### config.mk
export PLATFORM = sky130hd
export DESIGN_NAME = seq_check_scheduler
export DESIGN_NICKNAME = d
export VERILOG_FILES = /design/src/rtl/seq_check_scheduler.sv
export SDC_FILE = /design/constraint.sdc
export NUM_CORES = 1
export LEC_CHECK = 0
export ABC_CLOCK_PERIOD_IN_PS = 1980
export CORE_MARGIN = 10
export CORE_UTILIZATION = 42
export CTS_CLUSTER_DIAMETER = 200
export DETAILED_ROUTE_END_ITERATION = 16
export HOLD_SLACK_MARGIN = 0.06
export PLACE_DENSITY = 0.76
export SLEW_MARGIN = 25
export SYNTH_ARGS = -nofsm -noshare
export SYNTH_HDL_FRONTEND = slang
export SYNTH_SLANG_ARGS = --single-unit
export TNS_END_PERCENT = 100
### constraint.sdc
create_clock -name clk -period 1.98 [get_ports clk]
set_input_delay 0.594 -clock clk [delete_from_list [all_inputs] [get_ports clk]]
set_output_delay 0.594 -clock clk [all_outputs]
set_load 0.02 [all_outputs]
### src/rtl/seq_check_scheduler.sv
// Round-robin front end sharing one 8-bit sequence checker among NREQ requesters.
// Issues one word per transaction, waits the checker latency (with timeout) and reports the verdict.
module seq_check_scheduler #(
   parameter int NREQ    = 4,
   parameter int CHK_LAT = 9,
   parameter int TIMEOUT = 32,
   parameter int CNT_W   = 16
) (
   input  logic              clk,
   input  logic              reset,
   input  logic [NREQ-1:0]   req,
   input  logic [NREQ*8-1:0] req_data,
   output logic [NREQ-1:0]   gnt,
   output logic [NREQ-1:0]   done,
   output logic              result,
   output logic              timeout_err,
   output logic              busy,
   output logic [CNT_W-1:0]  match_count,
   output logic              chk_sent,
   output logic [7:0]        chk_data,
   input  logic              chk_ready,
   input  logic              chk_match
);

   // state   | meaning
   // S_IDLE  | waiting for any req while the checker reports ready
   // S_ISSUE | one cycle: word and sent pulse presented to the checker
   // S_WAIT  | counting checker latency, accepting ready or timing out
   // S_REPORT| one cycle: done pulse, verdict and error flag updated

   localparam int IW = $clog2(NREQ);
   localparam int CW = $clog2(TIMEOUT + 1);
   localparam logic [CW-1:0] LAT_M1 = CW'(CHK_LAT - 1);
   localparam logic [CW-1:0] TO_M1  = CW'(TIMEOUT - 1);

   typedef enum logic [1:0] {S_IDLE, S_ISSUE, S_WAIT, S_REPORT} state_t;

   state_t          state_q, state_d;
   logic [IW-1:0]   ptr_q, ptr_d;
   logic [IW-1:0]   idx_q, idx_d;
   logic [CW-1:0]   cnt_q, cnt_d;

   logic            arb_hit;
   logic [IW-1:0]   arb_idx;
   logic [IW-1:0]   arb_pos;
   logic            verdict;
   logic            err;
   logic            issue_go;
   logic            report_go;

   logic [NREQ-1:0]  gnt_q, gnt_d;
   logic [NREQ-1:0]  done_q, done_d;
   logic             result_q, result_d;
   logic             timeout_err_q, timeout_err_d;
   logic             busy_q, busy_d;
   logic [CNT_W-1:0] match_count_q, match_count_d;
   logic             chk_sent_q, chk_sent_d;
   logic [7:0]       chk_data_q, chk_data_d;

   function automatic logic [IW-1:0] next_ptr(input logic [IW-1:0] i);
      return (i == IW'(NREQ - 1)) ? '0 : i + 1'b1;
   endfunction

   // first asserted request searching upward from the pointer, wrapping
   always_comb begin
      arb_hit = 1'b0;
      arb_idx = '0;
      arb_pos = '0;
      for (int k = 0; k < NREQ; k++) begin
         arb_pos = IW'((int'(ptr_q) + k) % NREQ);
         if (!arb_hit && req[arb_pos]) begin
            arb_hit = 1'b1;
            arb_idx = arb_pos;
         end
      end
   end

   always_ff @(posedge clk or posedge reset) begin
      if (reset) begin
         state_q <= S_IDLE;
         ptr_q   <= '0;
         idx_q   <= '0;
         cnt_q   <= '0;
      end else begin
         state_q <= state_d;
         ptr_q   <= ptr_d;
         idx_q   <= idx_d;
         cnt_q   <= cnt_d;
      end
   end

   always_comb begin
      state_d = state_q;
      ptr_d   = ptr_q;
      idx_d   = idx_q;
      cnt_d   = cnt_q;
      verdict = 1'b0;
      err     = 1'b0;
      case (state_q)
         S_IDLE: begin
            if (arb_hit && chk_ready) begin
               state_d = S_ISSUE;
               idx_d   = arb_idx;
            end
         end
         S_ISSUE: begin
            state_d = S_WAIT;
            cnt_d   = '0;
         end
         S_WAIT: begin
            cnt_d = cnt_q + 1'b1;
            // a ready seen at or after the nominal latency wins over the timeout
            if (cnt_q >= LAT_M1 && chk_ready) begin
               state_d = S_REPORT;
               verdict = chk_match;
               ptr_d   = next_ptr(idx_q);
            end else if (cnt_q >= TO_M1) begin
               state_d = S_REPORT;
               err     = 1'b1;
               ptr_d   = next_ptr(idx_q);
            end
         end
         S_REPORT: state_d = S_IDLE;
         default:  state_d = S_IDLE;
      endcase
   end

   assign issue_go  = (state_q == S_IDLE) && (state_d == S_ISSUE);
   assign report_go = (state_q == S_WAIT) && (state_d == S_REPORT);

   // output values for the coming state, registered below
   always_comb begin
      gnt_d         = '0;
      done_d        = '0;
      chk_sent_d    = issue_go;
      chk_data_d    = chk_data_q;
      result_d      = result_q;
      timeout_err_d = timeout_err_q;
      match_count_d = match_count_q;
      busy_d        = (state_d != S_IDLE);
      if (issue_go) begin
         gnt_d[arb_idx] = 1'b1;
         chk_data_d     = req_data[8*int'(arb_idx) +: 8];
      end
      if (report_go) begin
         done_d[idx_q] = 1'b1;
         result_d      = verdict;
         timeout_err_d = err;
         if (verdict && (match_count_q != '1))
            match_count_d = match_count_q + 1'b1;
      end
   end

   always_ff @(posedge clk or posedge reset) begin
      if (reset) begin
         gnt_q         <= '0;
         done_q        <= '0;
         result_q      <= 1'b0;
         timeout_err_q <= 1'b0;
         busy_q        <= 1'b0;
         match_count_q <= '0;
         chk_sent_q    <= 1'b0;
         chk_data_q    <= '0;
      end else begin
         gnt_q         <= gnt_d;
         done_q        <= done_d;
         result_q      <= result_d;
         timeout_err_q <= timeout_err_d;
         busy_q        <= busy_d;
         match_count_q <= match_count_d;
         chk_sent_q    <= chk_sent_d;
         chk_data_q    <= chk_data_d;
      end
   end

   assign gnt         = gnt_q;
   assign done        = done_q;
   assign result      = result_q;
   assign timeout_err = timeout_err_q;
   assign busy        = busy_q;
   assign match_count = match_count_q;
   assign chk_sent    = chk_sent_q;
   assign chk_data    = chk_data_q;

endmodule

==> flow_metrics.tcl <==
set metrics [dict create \
    power.internal_w 0.00215 \
    fmax_ghz 0.515 \
    cts_root_buffer "clkbuf_8" \
    synthDistinctLibCells 47 \
    post-route-drc-count 0 \
    crit_type "input port to flip-flop" \
    diodes 0 \
    multiInputGateArea_sq_mm 0.00128 \
    slowest_stage "dlygate4sd2_1" \
    gr-usage-all-layers_pct 13.7 \
    antenna_found_initial 0 \
    synth_top_family_by_area "simple AND/OR/NAND/NOR gates" \
    p_leak_nw 1.87 \
    ant_nets 0 \
    final_common_cell "clkdlybuf4s50_1" \
    cts_max_level 2 \
    slew_viol_final 0 \
    cts_hold_buf 0 \
    cts_tree "yes" \
    clk_latency_ns 0.29 \
    fin_hold_ws_ns 0.491 \
    avgSynthCellArea_sq_um 10.8 \
    dp.final_hpwl_mm 5.00 \
    dieArea_sq_mm 0.00948 \
    cts.sinks 48 \
    synth.area.mux_share_pct 8.96 \
    yosysTopAreaCellShare_pct 47.8 \
    vias_per_cell 5.27 \
    grt_max_degree 49 \
    status "complete, no violations" \
    synth-adder-area-share_pct 4.48 \
    slew_headroom_pct 81.4 \
    grt_pass1_wl_mm 11.0 \
    clock_skew_ns 0.00364 \
    port-buffer-count 75 \
    clk_pin_slew_ns 0.09 \
    p_switching_w 0.00126 \
    syn_to_final_growth_pct 47.8 \
    drt_iter0_drc 82 \
    vias 2144 \
    num_rows 28 \
    drt_wl_total_mm 6.66 \
    worstMarginPinSlew_ns 0.278 \
    period_minus_slack_ns 1.94 \
    ys_ff_latch 48 \
    syn_area_sq_mm 0.00251 \
    synth_compound_area_share_pct 10.5 \
    cp_top_family "buffers and inverters" \
    pre_cts_slack_ns -0.509 \
    crit_arrival_ns 2.10 \
    hp-class "flip-flop to flip-flop" \
    drive_gt1_share_pct 18.1 \
    synth_xor_area_share_pct 5.23 \
    synth_edf_count 0 \
    ios 76 \
    async_reset_ff_share_pct 100 \
    crit_path_start_kind "input port" \
    yosys-top-cells-area "dfrtp_1 (48%), mux2i_1 (7.2%), ha_1 (4.5%)" \
    crit_buf_inv 4 \
    power.density_mw_per_mm2 918 \
    fp.dieW_microns 97.3 \
    cp-end-kind "flip-flop" \
    setup_viol 0 \
    ctsLongestPathBuffers 2 \
    die_h_microns 97.3 \
    layout_common_cells "clkdlybuf4s50_1 (59), dfrtp_1 (47), nand2_1 (26)" \
    ys.warnings.count 0 \
    maxCapViolCount 0 \
    grt_pass1_vias 2204 \
    max_stage_delay_ns 0.25 \
    initial_core_util_pct 42.9 \
    path_cells "dlygate4sd2_1, buf_4, nor2b_1, o21ai_1, o221ai_2, buf_4, buf_12, mux2i_1, o221ai_1" \
    core_sq_mm 0.00585 \
    grt-ovfl-total 0 \
    hold_viol 0 \
    pwr-share-clk_pct 18.0 \
    worstPathRequired_ns 2.14 \
    setup_ws_ns 0.0365 \
    synth_fp_nets 281 \
    nNetsFinal 380 \
    regArea_sq_mm 0.00120 \
    drt-wirelength-per-cell_microns 16.4 \
    fillers 440 \
    synth-simple-area-share_pct 20.0 \
    switching_share_pct 37.0 \
    worstPathMaxFanout 9 \
    gp_congestion 0.843 \
    combPwrFrac_pct 44.6 \
    crit_top_cell "buf_4" \
    synthCells 232 \
    seqPwrFrac_pct 37.4 \
    yosysTopAreaCell "dfrtp_1" \
    post-route-period-util_pct 98.2 \
    cts_buffers 5 \
    seq_area_frac_synth_pct 47.8 \
    synth_flop_cell "dfrtp_1" \
    ir_worst_vdd_uv 561 \
    dr.pass1.iters 4 \
]
## path summary, 6_finish.rpt
| path | from | end | slack (ns) | cells after the start |
|---|---|---|---|---|
| max in group asynchronous | reset | state_q[0]$_DFF_PP0_ | 1.10 | 3 |
| worst min register to register | result$_DFFE_PP0P_ | result$_DFFE_PP0P_ | 0.49 | 2 |
| min in group asynchronous | reset | gnt[0]$_DFF_PP0_ | 0.66 | 3 |
| worst min-delay path | result$_DFFE_PP0P_ | result$_DFFE_PP0P_ | 0.49 | 2 |
| worst max register to register | state_q[0]$_DFF_PP0_ | match_count[12]$_DFFE_PP0P_ | 0.10 | 6 |
| worst max-delay path | req[2] | chk_data[4]$_DFFE_PP0P_ | 0.04 | 9 |
## tightest hold or removal path, stage by stage (launching register included)
cell and delay [ns]:
dfrtp_1 0.36, nand2_1 0.05, o21ai_0 0.06
## final cells by class
class / instances / share of cell area, %
clock buffer: 6 / 2.22
clock inverter: 2 / 0.404
inverter: 11 / 1.11
multi-input combinational: 166 / 34.4
sequential: 48 / 32.4
tap: 75 / 2.53
timing repair buffer: 99 / 26.9
## power by group through the flow
| stage | Combinational [W] | Clock, W | Sequential [W] |
|---|---|---|---|
| 2_1_floorplan | 0.000671 | 0 | 0.00143 |
| 3_3_place_gp | 0.00143 | 0 | 0.00128 |
| 3_5_place_dp | 0.00147 | 0 | 0.00129 |
| 4_1_cts | 0.00151 | 0.000628 | 0.00127 |
| 5_1_grt | 0.00165 | 0.000676 | 0.00130 |
| 6_report | 0.00152 | 0.000613 | 0.00128 |
## cells by family (layout without fill, tap and decap cells)
kind of cell	Yosys count	in the layout
AO/OA/AOI/OAI	33	33
XOR/XNOR	15	15
adder cells (fa/ha/maj)	9	9
buffers and inverters	18	118
flip-flops	48	48
multiplexers	22	22
AND/OR/NAND/NOR	87	87
## synthesized netlist by cell type (6+ instances only)
master	instances
ha_1	9
nor2b_1	7
dfrtp_1	48
o221ai_1	9
nand3_2	6
inv_1	10
xnor2_1	12
and3_1	11
nand2_1	28
nor2_1	8
mux2i_1	18
nand4_1	6
## repair_timing
action	in CTS	in global routing
setup endpoints to repair	26	28
cloned	1	0
gates resized for setup	15	13
pin swaps	5	4
setup buffers	2	1
## layer usage
metal | vias up | track usage [%] | wire, microns
met2 | 44 | 23.6 | 3460
met1 | 1058 | 16.4 | 2820
li1 | 1040 | - | -
met3 | 2 | 3.63 | 331
met4 | 0 | 4.03 | 43
met5 | - | 0 | 0
## sequential cells by signal, summed over array words and instances (netlist names)
signal,flops
busy,1
chk_data,8
chk_sent,1
cnt_q,6
done,4
gnt,4
idx_q,2
match_count,16
ptr_q,2
result,1
state_q,2
timeout_err,1
## through the flow
step / cells / utilization [%] / cell area [sq um] / TNS [ns] / power [W]
after floorplan: 232 / - / 2510 / 0 / 0.00210
after global placement: 395 / 59.9 / 3500 / -12.19 / 0.00271
after detailed placement: 395 / 59.9 / 3500 / -13.23 / 0.00276
after CTS: 406 / 62.7 / 3670 / -0.00531 / 0.00341
after global routing: 407 / 63.5 / 3710 / -0.180 / 0.00363
final: 407 / 63.5 / 3710 / 0 / 0.00341
Note: power is estimated with default switching activity, not from simulation.
